--- config.mk ---
export PLATFORM = sky130hd
export DESIGN_NAME = time_entry_encoder
export DESIGN_NICKNAME = d
export VERILOG_FILES = /design/src/rtl/time_entry_encoder_pkg.sv /design/src/rtl/sync_edge_detect.sv /design/src/rtl/time_entry_encoder.sv
export SDC_FILE = /design/constraint.sdc
export NUM_CORES = 1
export LEC_CHECK = 0
export CORE_MARGIN = 1
export CORE_UTILIZATION = 55
export DETAILED_ROUTE_END_ITERATION = 16
export DONT_BUFFER_PORTS = 1
export GPL_ROUTABILITY_DRIVEN = 1
export PLACE_DENSITY = 0.68
export SLEW_MARGIN = 0
export SYNTH_ARGS = -nofsm -noshare
export SYNTH_HDL_FRONTEND = slang
export SYNTH_HIERARCHICAL = 1
export SYNTH_SLANG_ARGS = --single-unit
--- constraint.sdc ---
create_clock -name clk -period 9.32 [get_ports clk]
set_clock_uncertainty 0.2 [all_clocks]
set_input_delay 1.864 -clock clk [delete_from_list [all_inputs] [get_ports clk]]
set_output_delay 1.864 -clock clk [all_outputs]
set_load 0.01 [all_outputs]
--- src/rtl/time_entry_encoder_pkg.sv ---
// Shared types and constants for the pushbutton time-entry encoder.
// Holds the FSM state enum, buffer/result sizing and the digit-button encoder.
package time_entry_encoder_pkg;

  localparam int NDIG      = 4;
  localparam int VW        = 12;
  localparam int NIB_W     = 4;
  localparam int MAX_VALUE = 4095;
  localparam int NBTN      = 10;
  localparam int DIG_W     = NDIG * NIB_W;
  localparam int CNT_W     = 3;
  localparam int IDX_W     = 2;
  localparam int ACC_W     = 14;          // 9999 fits without wrap
  localparam int NRAW      = NBTN + 3;    // digits + enter + back + clear

  typedef enum logic [1:0] {IDLE, CONV, DONE} state_e;

  // Index of the highest set digit button; only meaningful when one bit is set.
  function automatic logic [NIB_W-1:0] dig_enc(input logic [NBTN-1:0] p);
    logic [NIB_W-1:0] r;
    r = '0;
    for (int i = 0; i < NBTN; i++)
      if (p[i]) r = NIB_W'(i);
    return r;
  endfunction

endpackage

--- src/rtl/sync_edge_detect.sv ---
// Two-flop synchronizer followed by a rising-edge detector.
// pulse_o is high for one cycle per low-to-high transition of d_i.
module sync_edge_detect (
  input  logic clk,
  input  logic nrst,
  input  logic d_i,
  output logic pulse_o
);

  logic [2:0] sh_q;

  always_ff @(posedge clk or negedge nrst) begin
    if (!nrst) sh_q <= '0;
    else       sh_q <= {sh_q[1:0], d_i};
  end

  assign pulse_o = sh_q[1] & ~sh_q[2];

endmodule

--- src/rtl/time_entry_encoder.sv ---
// Collects up to four keyed BCD digits and converts them to a binary time value
// with one shift-and-add step per digit; overflow above MAX_VALUE is rejected.
module time_entry_encoder
  import time_entry_encoder_pkg::*;
(
  input  logic              clk,
  input  logic              reset,
  input  logic [NBTN-1:0]   pb_digit,
  input  logic              pb_enter,
  input  logic              pb_back,
  input  logic              pb_clear,
  output logic [DIG_W-1:0]  digits,
  output logic [CNT_W-1:0]  count,
  output logic [VW-1:0]     value,
  output logic              value_valid,
  output logic              entry_err,
  output logic              busy
);

  logic [NRAW-1:0] raw, prs;
  logic [NBTN-1:0] dig_p;
  logic            ent_p, back_p, clr_p;

  assign raw = {pb_clear, pb_back, pb_enter, pb_digit};

  for (genvar g = 0; g < NRAW; g++) begin : g_btn
    sync_edge_detect u_sed (
      .clk     (clk),
      .nrst    (~reset),
      .d_i     (raw[g]),
      .pulse_o (prs[g])
    );
  end

  assign dig_p  = prs[NBTN-1:0];
  assign ent_p  = prs[NBTN];
  assign back_p = prs[NBTN+1];
  assign clr_p  = prs[NBTN+2];

  state_e           state_q, state_d;
  logic [DIG_W-1:0] digits_q, digits_d;
  logic [CNT_W-1:0] count_q, count_d;
  logic [VW-1:0]    value_q, value_d;
  logic [ACC_W-1:0] acc_q, acc_d, acc_nx;
  logic [IDX_W-1:0] idx_q, idx_d;
  logic             vv_q, vv_d, err_q, err_d;
  logic [NIB_W-1:0] nib;
  logic             dig_multi;

  // More than one bit set: clearing the lowest set bit leaves something.
  assign dig_multi = |(dig_p & (dig_p - NBTN'(1)));
  assign nib       = digits_q[idx_q*NIB_W +: NIB_W];
  assign acc_nx    = (acc_q << 3) + (acc_q << 1) + ACC_W'(nib);

  always_comb begin
    state_d  = state_q;
    digits_d = digits_q;
    count_d  = count_q;
    value_d  = value_q;
    acc_d    = acc_q;
    idx_d    = idx_q;
    vv_d     = 1'b0;
    err_d    = 1'b0;
    case (state_q)
      IDLE: begin
        if (clr_p) begin
          digits_d = '0;
          count_d  = '0;
        end else if (back_p) begin
          if (count_q != '0) begin
            digits_d = digits_q >> NIB_W;
            count_d  = count_q - CNT_W'(1);
          end
        end else if (ent_p) begin
          acc_d   = '0;
          idx_d   = IDX_W'(NDIG - 1);
          state_d = CONV;
        end else if (|dig_p) begin
          if (dig_multi || count_q == CNT_W'(NDIG)) begin
            err_d = 1'b1;
          end else begin
            digits_d = {digits_q[DIG_W-NIB_W-1:0], dig_enc(dig_p)};
            count_d  = count_q + CNT_W'(1);
          end
        end
      end
      CONV: begin
        acc_d = acc_nx;
        idx_d = idx_q - IDX_W'(1);
        // Result is registered on the final step so value and its pulse land in DONE.
        if (idx_q == '0) begin
          state_d = DONE;
          if (acc_nx <= ACC_W'(MAX_VALUE)) begin
            value_d = acc_nx[VW-1:0];
            vv_d    = 1'b1;
          end else begin
            err_d = 1'b1;
          end
        end
      end
      DONE: begin
        digits_d = '0;
        count_d  = '0;
        state_d  = IDLE;
      end
      default: state_d = IDLE;
    endcase
  end

  always_ff @(posedge clk or posedge reset) begin
    if (reset) begin
      state_q  <= IDLE;
      digits_q <= '0;
      count_q  <= '0;
      value_q  <= '0;
      acc_q    <= '0;
      idx_q    <= '0;
      vv_q     <= 1'b0;
      err_q    <= 1'b0;
    end else begin
      state_q  <= state_d;
      digits_q <= digits_d;
      count_q  <= count_d;
      value_q  <= value_d;
      acc_q    <= acc_d;
      idx_q    <= idx_d;
      vv_q     <= vv_d;
      err_q    <= err_d;
    end
  end

  assign digits      = digits_q;
  assign count       = count_q;
  assign value       = value_q;
  assign value_valid = vv_q;
  assign entry_err   = err_q;
  assign busy        = (state_q != IDLE);

endmodule

=== Yosys cells after proc, flatten, opt, wreduce, memory -nomap -nowiden ===
Index checks and enable logic that the tools add are counted.

* Input bits: 15
* Register bits after elaboration: 89
* Output and inout bits: 34

* Add/sub/neg operators: 6
* Order comparisons: 1
* Reductions and logical operators: 13
* Muxes and demuxes: 47
* Bitwise logic cells: 27
* Equal/unequal tests: 11
* Shifts and indexed selects: 1

{| class="wikitable"
|+ Operator list
! cell !! number
|-
| $mux 16 || 6
|-
| $mux 13 || 3
|-
| $mux 4 || 8
|-
| $pmux 16 s2 || 1
|-
| $pmux 13 s2 || 1
|-
| $reduce_or 10->1 || 2
|-
| $mux 3 || 6
|-
| $ne 4x4->1 const B || 4
|-
| $shiftx 16x5->4 || 1
|-
| $add 14x14->14 || 1
|-
| $add 14x4->14 || 1
|-
| $le 14x12->1 const B || 1
|-
| $mux 2 || 7
|-
| $and 1x1->1 || 13
|-
| $not 1->1 || 13
|-
| $mux 1 || 11
|-
| $and 10x10->10 || 1
|-
| $sub 10x1->10 const B || 1
|-
| $ne 2x2->1 const B || 4
|-
| $pmux 2 s2 || 2
|-
| $reduce_and 4->1 || 2
|-
| $pmux 3 s2 || 1
|-
| $reduce_bool 2->1 || 3
|-
| $reduce_and 5->1 || 1
|-
| other kinds (11) || 12
|}

=== Depth between registers and ports, before layout ===
Gate-level depths: netlist (run 1).

* Word-level depth: 17
* Gate-level depth with buffers: 13
* Depth with buffers taken out: 11

=== Hierarchy ===
Netlist (run 1), hierarchy kept.

{| class="wikitable"
|+ Modules (own cells, without submodules)
! module !! cells each !! area an instance (µm²) !! instances
|-
| time_entry_encoder || 304 || 3,264.4 || 1
|-
| sync_edge_detect || 4 || 88.8 || 13
|}

=== Worst setup path after synthesis (run 1) ===
Ideal clock, no wire load.

* Kind: register to register
* Start point: register idx_q[0]
* End point: register value_q[0] (netlist: value[0])
* Clock period less this slack: 3,978 ps
* Arrival time: 3,653 ps
* Cell stages (with the launch flop): 13
* Slack: 5,342 ps
* Data required time: 8,995 ps
* Cells stage by stage: dfrtp_1 -> clkbuf_1 -> mux4_2 -> inv_1 -> fa_1 -> fa_1 -> nand2b_1 -> a2111o_1 -> and2_4 -> a2111oi_4 -> o21ai_2 -> buf_6 -> mux2_4

* Cells in the longest elaborated chain, start to end: 4
* Elaborated cells on any way between the ends: 5
* Classes of those cells: add/sub: 1; order compare: 1; shift: 1; reduce/logical: 2

{| class="wikitable"
|+ Ends and longest elaborated chain
! what !! RTL line !! source
|-
| from (decl) || time_entry_encoder.sv:45 || <nowiki>logic [IDX_W-1:0] idx_q, idx_d;</nowiki>
|-
| from (signal assigned) || time_entry_encoder.sv:126 || <nowiki>idx_q <= idx_d;</nowiki>
|-
| $shiftx 16x5->4 || time_entry_encoder.sv:52 || <nowiki>assign nib = digits_q[idx_q*NIB_W +: NIB_W];</nowiki>
|-
| $add 14x4->14 || time_entry_encoder.sv:53 || <nowiki>assign acc_nx = (acc_q << 3) + (acc_q << 1) + ACC_W'(nib);</nowiki>
|-
| $le 14x12->1 || time_entry_encoder.sv:93 || <nowiki>if (acc_nx <= ACC_W'(MAX_VALUE)) begin</nowiki>
|-
| $reduce_and 3->1 (no line) || - ||
|-
| to (signal assigned) || time_entry_encoder.sv:124 || <nowiki>value_q <= value_d;</nowiki>
|-
| to (decl) || time_entry_encoder.sv:43 || <nowiki>logic [VW-1:0] value_q, value_d;</nowiki>
|}

Several ways; a longest one is shown, not always the timed one.
A chain may end at the register's enable or synchronous reset.

=== Final worst setup path (run 1) ===
* Start point: register idx_q[0]
* End point: register value_q[9] (netlist: value[9])

Same word-level chain as after synthesis.

==> results of run 1 <==
placed cells by master (no fill, tap or decap), types with 12 or more instances in the layout:
cell type	synthesis	routed
ha_1	23	23
mux2i_1	15	15
nor2_1	34	34
mux2_2	16	16
dfrtp_1	89	89
nor2b_4	13	13
a22o_1	12	12
inv_1	24	23
a21oi_1	17	17
how the worst min path moves through the flow:
| stage | slack, ns | cells past startpoint | endpoint | start |
|---|---|---|---|---|
| after global placement | 0.13 | 0 | g_btn[1].u_sed/sh_q[1] | g_btn[1].u_sed/sh_q[0] |
| after CTS | 0.16 | 0 | g_btn[9].u_sed/sh_q[1] | g_btn[9].u_sed/sh_q[0] |
| after global routing | 0.16 | 0 | g_btn[5].u_sed/sh_q[1] | g_btn[5].u_sed/sh_q[0] |
| after detailed placement | 0.14 | 0 | g_btn[2].u_sed/sh_q[1] | g_btn[2].u_sed/sh_q[0] |
| final | 0.16 | 0 | g_btn[9].u_sed/sh_q[1] | g_btn[9].u_sed/sh_q[0] |
| after floorplan | 0.13 | 0 | g_btn[0].u_sed/sh_q[1] | g_btn[0].u_sed/sh_q[0] |
layout make-up:
type                            instances  area [um2]  share of cell area
Clock inverter                          7        81.3              0.0173
Multi-Input combinational cell        232        2030               0.433
Timing Repair Buffer                    1        7.51             0.00160
Clock buffer                            9         124              0.0264
Sequential cell                        89        2230               0.475
Tap cell                              102         128              0.0272
Inverter                               24        91.3              0.0195
cell families after synthesis:
family	Yosys count
DFF	89
and+or+nand+nor	78
AOI/OAI and AO/OA	74
muxes	44
buffers and inverters	35
adders and majority gates	27
xor gates and xnor gates	9
worst max-delay path: cells and delay by family (launching register included):
family | cells | cell delay (ns)
AO/OA/AOI/OAI | 4 | 1.46
flip-flops | 1 | 0.53
buffers and inverters | 2 | 0.16
adder cells (fa/ha/maj) | 2 | 0.70
multiplexers | 2 | 0.98
AND/OR/NAND/NOR | 1 | 0.08
state kept, by name, summed over array words and instances, names as in the netlist, 2 cells and up:
signal and cells:
count 3, acc_q 13, idx_q 2, state_q 2, value 12, g_btn.u_sed/sh_q 39
digits 16
power breakdown:
| group | switching, mW | total [mW] | internal, mW |
|---|---|---|---|
| logic | 0.283 | 0.548 | 0.266 |
| clock network | 0.161 | 0.269 | 0.108 |
| registers | 0.126 | 0.604 | 0.479 |
| total | 0.569 | 1.42 | 0.853 |
per-layer routing:
metal,up-vias,GRT usage,share of wire
li1,1268,-,-
met1,1325,0.273,0.46
met2,46,0.339,0.49
met3,12,0.0589,0.034
met4,0,0.0728,0.014
met5,-,0,0
stage by stage:
step / cells / area, um2 / hold WS (ns) / util / worst slack, ns
finish: 464 / 4690 / 0.157 / 0.604 / 5.11
global route: 464 / 4690 / 0.160 / 0.604 / 4.88
CTS: 464 / 4690 / 0.160 / 0.604 / 5.09
detailed placement: 448 / 4490 / 0.139 / 0.578 / 5.09
global placement: 448 / 4490 / 0.132 / 0.578 / 5.16
floorplan: 356 / 4420 / 0.131 / - / 4.95
==> results by group, run 1 <==
Status
  • Outcome: completed

Setup path
  • CP cell instances: mux4_2 -> inv_1 -> fa_1 -> inv_1 -> ha_1 -> a211oi_1 -> o211a_1 -> nor2_1 -> a41o_1 -> o21ai_2 -> mux2_2
  • Worst Path Required: 9.38 ns
  • Crit path launch type: flop
  • Reg2reg setup slack: 5.11 ns
  • Reg-to-Reg Start: idx_q[0]
  • Most used cell, CP: inv_1
  • Slowest CP cell: o21ai_2
  • Crit-path max FO: 13
  • Crit path launch: idx_q[0]
  • End point of the critical path: value[9]
  • Critical path data arrival time: 4.27 ns
  • Reg2reg end: value[9]
  • Crit Path Class: reg -> reg
  • CP Capture Type: flop
  • Worst Reg-to-Reg Cells: 11
  • Worst path max stage delay: 0.73 ns

Logic synthesis
  • Post-synthesis mux area share: 0.126
  • Post-synthesis compound-gate area fraction: 0.123
  • Number of synthesized flops with an enable pin: 0
  • Mapped Avg Cell Area: 12.4 um2
  • Post-Synthesis Net Count: 397
  • Adder-cell share of the synthesized area: 0.0810
  • Post-Synth XOR/XNOR Area: 0.0178
  • Most frequent cells after synthesis: dfrtp_1 (89), nor2_1 (34), inv_1 (24)
  • Most frequently used cell type in the post-synthesis netlist: dfrtp_1
  • Number of synthesized register bits: 89
  • Yosys warns: 6
  • Main synth FF type: dfrtp_1
  • Synth area leader: dfrtp_1
  • Post-synthesis cell area: 0.00442 mm2
  • Async S/R FF share, synth: 1.00
  • Post-synthesis simple-gate area fraction: 0.113
  • Distinct cells, synth: 55
  • Sequential area share after synthesis: 0.504
  • Syn Inst Count: 356
  • Main combinational cell family by area after synthesis: multiplexers
  • Share of the synthesized area in the top cell type: 0.504
  • Synth top area cells: dfrtp_1 (50%), ha_1 (6.5%), mux2_2 (4.1%)

Layout
  • Layout area overhead: 6.20%
  • Final #Nets: 398
  • Fill count: 622
  • Layout cells sized above 1: 0.185
  • Antenna diodes: 0

STA
  • Measured slew at the worst slew-check pin: 1.10 ns
  • Min Tclk post-route: 4.21 ns
  • Final max-slew violation count: 0
  • Fmax: 238 MHz
  • Final Hold Fails: 0
  • Total negative slack: 0 ns
  • Unrepaired setup endpoints after global routing: no
  • Final setup viols: 0
  • Max transition margin: 0.266
  • Final Cycle Share: 0.452

Global route
  • Total Routing Usage GR: 0.210
  • Initial antenna violation count: 0
  • First-pass GRT wire length: 13.6 mm
  • Gr ovfl total: 0
  • Vias in the first global route: 2825
  • Largest net degree at the start of global routing: 62

Placed design
  • Port bufs: 0
  • GPL Wtd Cong: 0.777
  • DP HPWL: 5.43 mm

Clock network
  • Clock buffer count from CTS: 9
  • Setup Fix Bufs, Post-CTS: 0
  • CTS H-tree lvls: 3
  • Cts repair resizes: 0
  • Clk Latency, worst-skew pair: 0.37 ns
  • CTS tree: yes
  • Hold_buf cts: 0
  • Reg clk slew, reported paths: 0.10 ns
  • Worst-case clock buffer depth: 2
  • Clk Tree Root Cell: clkbuf_8
  • Clk sinks: 89

Detailed routing
  • DR vias/cell: 5.71
  • Remaining antenna violation count after routing: 0
  • DR vias: 2651
  • WL per Instance: 17.0 um
  • DR iter-0 viols: 107
  • DRC: 0
  • Post-Route WL: 7.87 mm
  • Pre-antenna DRT Iters: 4

Die
  • Die H: 91.6 um
  • # rows: 32
  • Initial core utilization: 0.569
  • Core Area: 0.00777 mm2
  • I/O pin cnt: 49
  • Die width: 91.6 um
  • Die area: 0.00840 mm2

Power and ir drop
  • VDD IR max: 0.148 mV
  • PwrDens: 303 mW/mm2
  • Leakage: 2.27 nW
  • Tot Pwr: 1.42 mW

Flow run
  • Max Cap Viol: 0

Hold path
  • Worst min path class: reg -> reg
Power figures use the tool's default switching activity.
==> inputs of run 2 (changes only) <==
==> constraint.sdc (replaced) <==
create_clock -name clk -period 4 [get_ports clk]
set_clock_uncertainty 0.2 [all_clocks]
set_input_delay 0.8 -clock clk [delete_from_list [all_inputs] [get_ports clk]]
set_output_delay 0.8 -clock clk [all_outputs]
set_load 0.01 [all_outputs]
==> run 2 against run 1 <==
Hold slack lost 0.0067 ns. Wire length grew 5.0%. Final cell count grew 2.2%. Sequential power grew 130%. Die area is the same. Non-clock buffer count grew 9. Critical path depth is the same. Maximum frequency grew 8.8%. Highest routed layer unchanged.
==> results by group, run 2 (synthesis gave the netlist of run 1 again) <==
Setup path
  • Crit Path Class: reg -> reg (unchanged)
  • Critical path data arrival time: 3.92 ns (was 4.27 ns)
  • Worst Reg-to-Reg Cells: 11 (unchanged)
  • CP Capture Type: flop (unchanged)
  • Crit-path max FO: 7 (was 13)
  • Crit path launch type: flop (unchanged)
  • Reg2reg end: value[1] (was value[9])
  • Worst Path Required: 4.05 ns (was 9.38 ns)
  • Reg-to-Reg Start: idx_q[0] (unchanged)
  • Reg2reg setup slack: 0.13 ns (was 5.11 ns)

Layout
  • Fin area: 0.00483 mm2 (was 0.00469 mm2)
  • Layout area overhead: 9.29% (was 6.20%)
  • Finished Layout Cells: 474 (was 464)
  • Layout cells sized above 1: 0.218 (was 0.185)
  • Max reg flops: 39 (unchanged)
  • Final #Nets: 408 (was 398)
  • Area of the multi-input gates: 0.00207 mm2 (was 0.00203 mm2)
  • Fill count: 623 (was 622)
  • Most common cell after layout, fill and taps aside: dfrtp_1 (unchanged)
  • Sequential Area: 0.00223 mm2 (about the same)
  • Biggest register: g_btn.u_sed/sh_q (unchanged)
  • Antenna diodes: 0 (unchanged)
  • Finished Core Util: 0.622 (was 0.604)
  • Most frequent cells in the layout: dfrtp_1 (88), nor2_1 (34), inv_1 (23), ha_1 (23), a21oi_1 (17) (was dfrtp_1 (89), nor2_1 (34), inv_1 (23), ha_1 (23), a21oi_1 (17))

Placed design
  • Placed cell count: 456 (was 448)
  • Cell Area, Placed: 0.00456 mm2 (was 0.00449 mm2)
  • Port bufs: 0 (unchanged)
  • DP HPWL: 5.66 mm (was 5.43 mm)
  • GPL Wtd Cong: 0.803 (was 0.777)

Die
  • Core Area: 0.00777 mm2 (unchanged)
  • I/O pin cnt: 49 (unchanged)
  • Die width: 91.6 um (unchanged)
  • Die H: 91.6 um (unchanged)
  • # rows: 32 (unchanged)
  • Die area: 0.00840 mm2 (unchanged)
  • Initial core utilization: 0.569 (unchanged)

Clock network
  • CTS H-tree lvls: 3 (unchanged)
  • Clk Latency, worst-skew pair: 0.36 ns (was 0.37 ns)
  • Worst-case clock buffer depth: 2 (unchanged)
  • Clk Tree Root Cell: clkbuf_8 (unchanged)
  • Clock buffer count from CTS: 9 (unchanged)
  • CTS tree: yes (unchanged)
  • Clk sinks: 89 (unchanged)
  • Reg clk slew, reported paths: 0.09 ns (was 0.10 ns)

STA
  • Final setup viols: 0 (unchanged)
  • Final Hold Fails: 0 (unchanged)
  • Fmax: 258 MHz (was 238 MHz)
  • Final Cycle Share: 0.967 (was 0.452)
  • Final max-slew violation count: 0 (unchanged)
  • Min Tclk post-route: 3.87 ns (was 4.21 ns)
  • Max transition margin: 0.361 (was 0.266)
  • Worst hold slack: 0.151 ns (was 0.157 ns)
  • Measured slew at the worst slew-check pin: 0.958 ns (was 1.10 ns)

Global route
  • Vias in the first global route: 2853 (was 2825)
  • Met2 Usage GRT: 0.338 (was 0.339)
  • First-pass GRT wire length: 13.9 mm (was 13.6 mm)
  • Met3 Track Usage GR: 0.0539 (was 0.0589)
  • Total Routing Usage GR: 0.216 (was 0.210)
  • Largest net degree at the start of global routing: 54 (was 62)
  • GR peak layer: met2 (unchanged)
  • Met1 GRT Util: 0.291 (was 0.273)
  • Gr ovfl total: 0 (unchanged)
  • Initial antenna violation count: 0 (unchanged)

Power and ir drop
  • Leakage: 2.33 nW (was 2.27 nW)
  • VDD IR max: 0.301 mV (was 0.148 mV)
  • Tot Pwr: 3.47 mW (was 1.42 mW)
  • PwrDens: 719 mW/mm2 (was 303 mW/mm2)

Hold path
  • Worst min path class: reg -> reg (unchanged)
  • Cells on Worst Hold Path: 0 (unchanged)
  • Worst hold endpoint: g_btn[8].u_sed/sh_q[1] (was g_btn[9].u_sed/sh_q[1])
  • Hold wc startpoint: g_btn[8].u_sed/sh_q[0] (was g_btn[9].u_sed/sh_q[0])

Detailed routing
  • DR vias/cell: 5.74 (was 5.71)
  • DR iter-0 viols: 94 (was 107)
  • DRC: 0 (unchanged)
  • Remaining antenna violation count after routing: 0 (unchanged)
  • Post-Route WL: 8.26 mm (was 7.87 mm)
  • Pre-antenna DRT Iters: 4 (unchanged)
  • DR vias: 2723 (was 2651)
  • WL per Instance: 17.4 um (was 17.0 um)

Flow run
  • Max Cap Viol: 0 (unchanged)

Status
  • Outcome: completed (unchanged)
-- run 2: layout make-up --
cell class,count,area share
clock inverter,7,0.0207
tap,102,0.0264
clock buffer,9,0.0256
sequential,89,0.461
multi-input combinational,233,0.429
inverter,24,0.0189
timing repair buffer,10,0.0181
-- run 2: where the power goes --
part / total (mW) / internal (mW) / switching [mW]
logic: 1.40 / 0.667 / 0.729
clock network: 0.695 / 0.356 / 0.339
registers: 1.38 / 1.12 / 0.264
-- run 2: repair_timing --
item                                    4_1_cts  5_1_grt
resized for setup                             1        5
pin swaps                                     0        1
gates cloned                                  0        1
hold buffers                                  0        0
endpoints found under the setup margin       11       11
setup buffers                                 0        1
-- run 2: worst max path at each step --
stage,from,to,depth (start not counted)
final,idx_q[0],value[1],11
after floorplan,idx_q[0],value[0],12
after detailed placement,idx_q[0],value[10],11
after global routing,idx_q[0],value[0],11
after global placement,idx_q[1],value[0],11
after CTS,idx_q[1],value[6],11
-- run 2: critical path, cell delays in order, from the launching register on --
cell	delay, ns
dfrtp_1	0.38
mux4_2	0.51
inv_1	0.11
fa_2	0.47
fa_2	0.42
nand2b_4	0.16
a2111o_1	0.37
and2_4	0.16
a2111oi_4	0.32
buf_4	0.20
o21ai_4	0.12
mux2_4	0.32
-- run 2: metrics by stage --
step                      setup TNS [ns]  setup slack (ns)
final                                  0             0.131
after global routing          -0.0000293        -0.0000293
after CTS                              0            0.0138
after detailed placement          -0.241           -0.0436
after global placement                 0            0.0649
after floorplan                        0            0.0216
-- run 2: metal layers --
metal  vias up  share of wire
met3        10          0.031
met2        43           0.49
met5         -              0
met4         0          0.014
li1       1295              -
met1      1375           0.47
==> inputs of run 3 (changes only) <==
--- a/config.mk
+++ b/config.mk
@@ -10,7 +10,8 @@
 export DETAILED_ROUTE_END_ITERATION = 16
 export DONT_BUFFER_PORTS = 1
 export GPL_ROUTABILITY_DRIVEN = 1
-export PLACE_DENSITY = 0.68
+export PLACE_DENSITY_LB_ADDON = 0.1
+export SETUP_SLACK_MARGIN = 0.02
 export SLEW_MARGIN = 0
 export SYNTH_ARGS = -nofsm -noshare
 export SYNTH_HDL_FRONTEND = slang
==> run 3 against run 2 <==
Sequential power barely moved. Global-route usage fell by 0.21 points. Largest cell class unchanged. Hold slack improved by 0.0019 ns. Register-to-register slack barely moved. Largest power group unchanged. Flip-flop and latch count did not move. Maximum frequency fell by 0.25%.
==> results by group, run 3 (synthesis gave the netlist of run 1 again) <==
Layout
  • Most common cell after layout, fill and taps aside: dfrtp_1 (unchanged)
  • Area of the multi-input gates: 0.00209 mm2 (was 0.00207 mm2)
  • Layout cells sized above 1: 0.231 (was 0.218)
  • Finished Core Util: 0.628 (was 0.622)
  • Max reg flops: 39 (unchanged)
  • Antenna diodes: 0 (unchanged)
  • Biggest register: g_btn.u_sed/sh_q (unchanged)
  • Sequential Area: 0.00223 mm2 (about the same)
  • Fill count: 624 (was 623)
  • Finished Layout Cells: 475 (was 474)
  • Most frequent cells in the layout: dfrtp_1 (85), nor2_1 (34), inv_1 (23) (was dfrtp_1 (88), nor2_1 (34), inv_1 (23), ha_1 (23), a21oi_1 (17))
  • Layout area overhead: 10.4% (was 9.29%)
  • Final #Nets: 409 (was 408)

Die
  • Initial core utilization: 0.569 (unchanged)
  • Core Area: 0.00777 mm2 (unchanged)
  • Die width: 91.6 um (unchanged)
  • # rows: 32 (unchanged)
  • Die area: 0.00840 mm2 (unchanged)
  • Die H: 91.6 um (unchanged)
  • I/O pin cnt: 49 (unchanged)

STA
  • Measured slew at the worst slew-check pin: 0.915 ns (was 0.958 ns)
  • Max transition margin: 0.389 (was 0.361)
  • Final max-slew violation count: 0 (unchanged)
  • Unrepaired setup endpoints after global routing: no
  • Final Hold Fails: 0 (unchanged)
  • Total negative slack: 0 ns (unchanged)
  • Final setup viols: 0 (unchanged)
  • Final WS setup: 0.121 ns (was 0.131 ns)
  • Fmax: 258 MHz (about the same)
  • Final Cycle Share: 0.970 (was 0.967)
  • Min Tclk post-route: 3.88 ns (was 3.87 ns)

Setup path
  • CP bufs+invs: 1 (was 2)
  • Crit path launch type: flop (unchanged)
  • Crit path launch: digits[14] (was idx_q[0])
  • Worst Path Required: 4.06 ns (was 4.05 ns)
  • Reg-to-Reg Start: digits[14] (was idx_q[0])
  • Worst path max stage delay: 0.51 ns (about the same)
  • Most used cell, CP: ha_4 (was fa_2)
  • Slowest CP cell: mux4_2 (unchanged)
  • Critical path data arrival time: 3.93 ns (was 3.92 ns)
  • CP Capture Type: flop (unchanged)
  • Top delay family on crit path: compound AO/OA/AOI/OAI gates (was adder cells)
  • CP cell instances: mux4_2 -> ha_4 -> ha_4 -> inv_1 -> fa_2 -> nand2b_4 -> a2111o_1 -> and2_4 -> a2111oi_4 -> o21ai_4 -> mux2_4 (was mux4_2 -> inv_1 -> fa_2 -> fa_2 -> nand2b_4 -> a2111o_1 -> and2_4 -> a2111oi_4 -> buf_4 -> o21ai_4 -> mux2_4)
  • Crit Path Class: reg -> reg (unchanged)
  • Crit-path max FO: 7 (unchanged)

Hold path
  • Worst min path class: reg -> reg (unchanged)
  • Hold wc startpoint: g_btn[8].u_sed/sh_q[0] (unchanged)

Placed design
  • DP HPWL: 5.61 mm (was 5.66 mm)
  • Placed cell count: 456 (unchanged)
  • Port bufs: 0 (unchanged)
  • Post-place setup slack: -0.0493 ns (was -0.0436 ns)
  • GPL Wtd Cong: 0.808 (was 0.803)

Detailed routing
  • DR vias/cell: 5.65 (was 5.74)
  • DRC: 0 (unchanged)
  • Pre-antenna DRT Iters: 4 (unchanged)
  • DR iter-0 viols: 99 (was 94)
  • Remaining antenna violation count after routing: 0 (unchanged)
  • Post-Route WL: 8.28 mm (was 8.26 mm)
  • DR vias: 2684 (was 2723)
  • WL per Instance: 17.4 um (about the same)

Power and ir drop
  • Leakage: 2.34 nW (was 2.33 nW)
  • Tot Pwr: 3.56 mW (was 3.47 mW)
  • VDD IR max: 0.299 mV (was 0.301 mV)
  • PwrDens: 729 mW/mm2 (was 719 mW/mm2)

Global route
  • Largest net degree at the start of global routing: 51 (was 54)
  • First-pass GRT wire length: 13.7 mm (was 13.9 mm)
  • Total Routing Usage GR: 0.213 (was 0.216)
  • Vias in the first global route: 2739 (was 2853)
  • Gr ovfl total: 0 (unchanged)
  • Initial antenna violation count: 0 (unchanged)

Status
  • Outcome: completed (unchanged)

Clock network
  • CTS tree: yes (unchanged)
  • Reg clk slew, reported paths: 0.09 ns (about the same)
  • CTS H-tree lvls: 3 (unchanged)
  • Worst-case clock buffer depth: 2 (unchanged)
  • Clock buffer count from CTS: 9 (unchanged)
  • Hold_buf cts: 0 (unchanged)
  • Clk Tree Root Cell: clkbuf_8 (unchanged)
  • Clk Latency, worst-skew pair: 0.37 ns (was 0.36 ns)
  • Clk sinks: 89 (unchanged)

Flow run
  • Max Cap Viol: 0 (unchanged)
[run 3: what timing repair did]
item / CTS / global route
cloned: 1 / 0
buffers inserted: 1 / 1
hold endpoints to repair: 0 / 0
gates resized for setup: 2 / 8
endpoints found under the setup margin: 11 / 12
pin swaps: 0 / 3
[run 3: through the flow]
step / hold slack (ns) / area [um2]
after floorplan: 0.131 / 4420
after global placement: 0.131 / 4560
after detailed placement: 0.135 / 4560
after CTS: 0.156 / 4830
after global routing: 0.159 / 4880
final: 0.153 / 4880
[run 3: path summary, 6_finish.rpt]
| check | endpoint | slack (ns) | depth (start not counted) |
|---|---|---|---|
| setup / recovery | value[1] | 0.12 | 11 |
| hold / removal | g_btn[8].u_sed/sh_q[1] | 0.15 | 0 |
| setup reg to reg | value[1] | 0.12 | 11 |
| hold reg to reg | g_btn[8].u_sed/sh_q[1] | 0.15 | 0 |
| max in group asynchronous | g_btn[8].u_sed/sh_q[0] | 2.63 | 2 |
| min in group asynchronous | acc_q[9] | 0.28 | 1 |
[run 3: layer usage]
| layer | GRT usage | vias up | share of wire |
|---|---|---|---|
| met4 | 0.0780 | 0 | 0.020 |
| met5 | 0 | - | 0 |
| met3 | 0.0589 | 14 | 0.031 |
| met2 | 0.338 | 41 | 0.48 |
| met1 | 0.282 | 1334 | 0.47 |
| li1 | - | 1295 | - |
[run 3: area by class of cell]
class	count	share of cell area
flip-flops and latches	89	0.457
multi-input cells	233	0.427
well taps	102	0.0262
clock buffers	9	0.0254
clock inverters	7	0.0254
repair buffers	11	0.0195
inverters	24	0.0187
[run 3: report_power, final]
| part | internal [mW] | leakage (nW) | total [mW] | switching [mW] |
|---|---|---|---|---|
| sequential | 1.12 | 1.10 | 1.38 | 0.263 |
| clock | 0.422 | 0.121 | 0.761 | 0.339 |
| combinational | 0.679 | 1.12 | 1.41 | 0.734 |
[run 3: worst reg2reg max path, stage by stage (launching register included)]
cell and delay (ns):
dfrtp_2 0.45, mux4_2 0.51, ha_4 0.30, ha_4 0.14
inv_1 0.06, fa_2 0.40, nand2b_4 0.16, a2111o_1 0.37
and2_4 0.16, a2111oi_4 0.45, o21ai_4 0.22, mux2_4 0.35
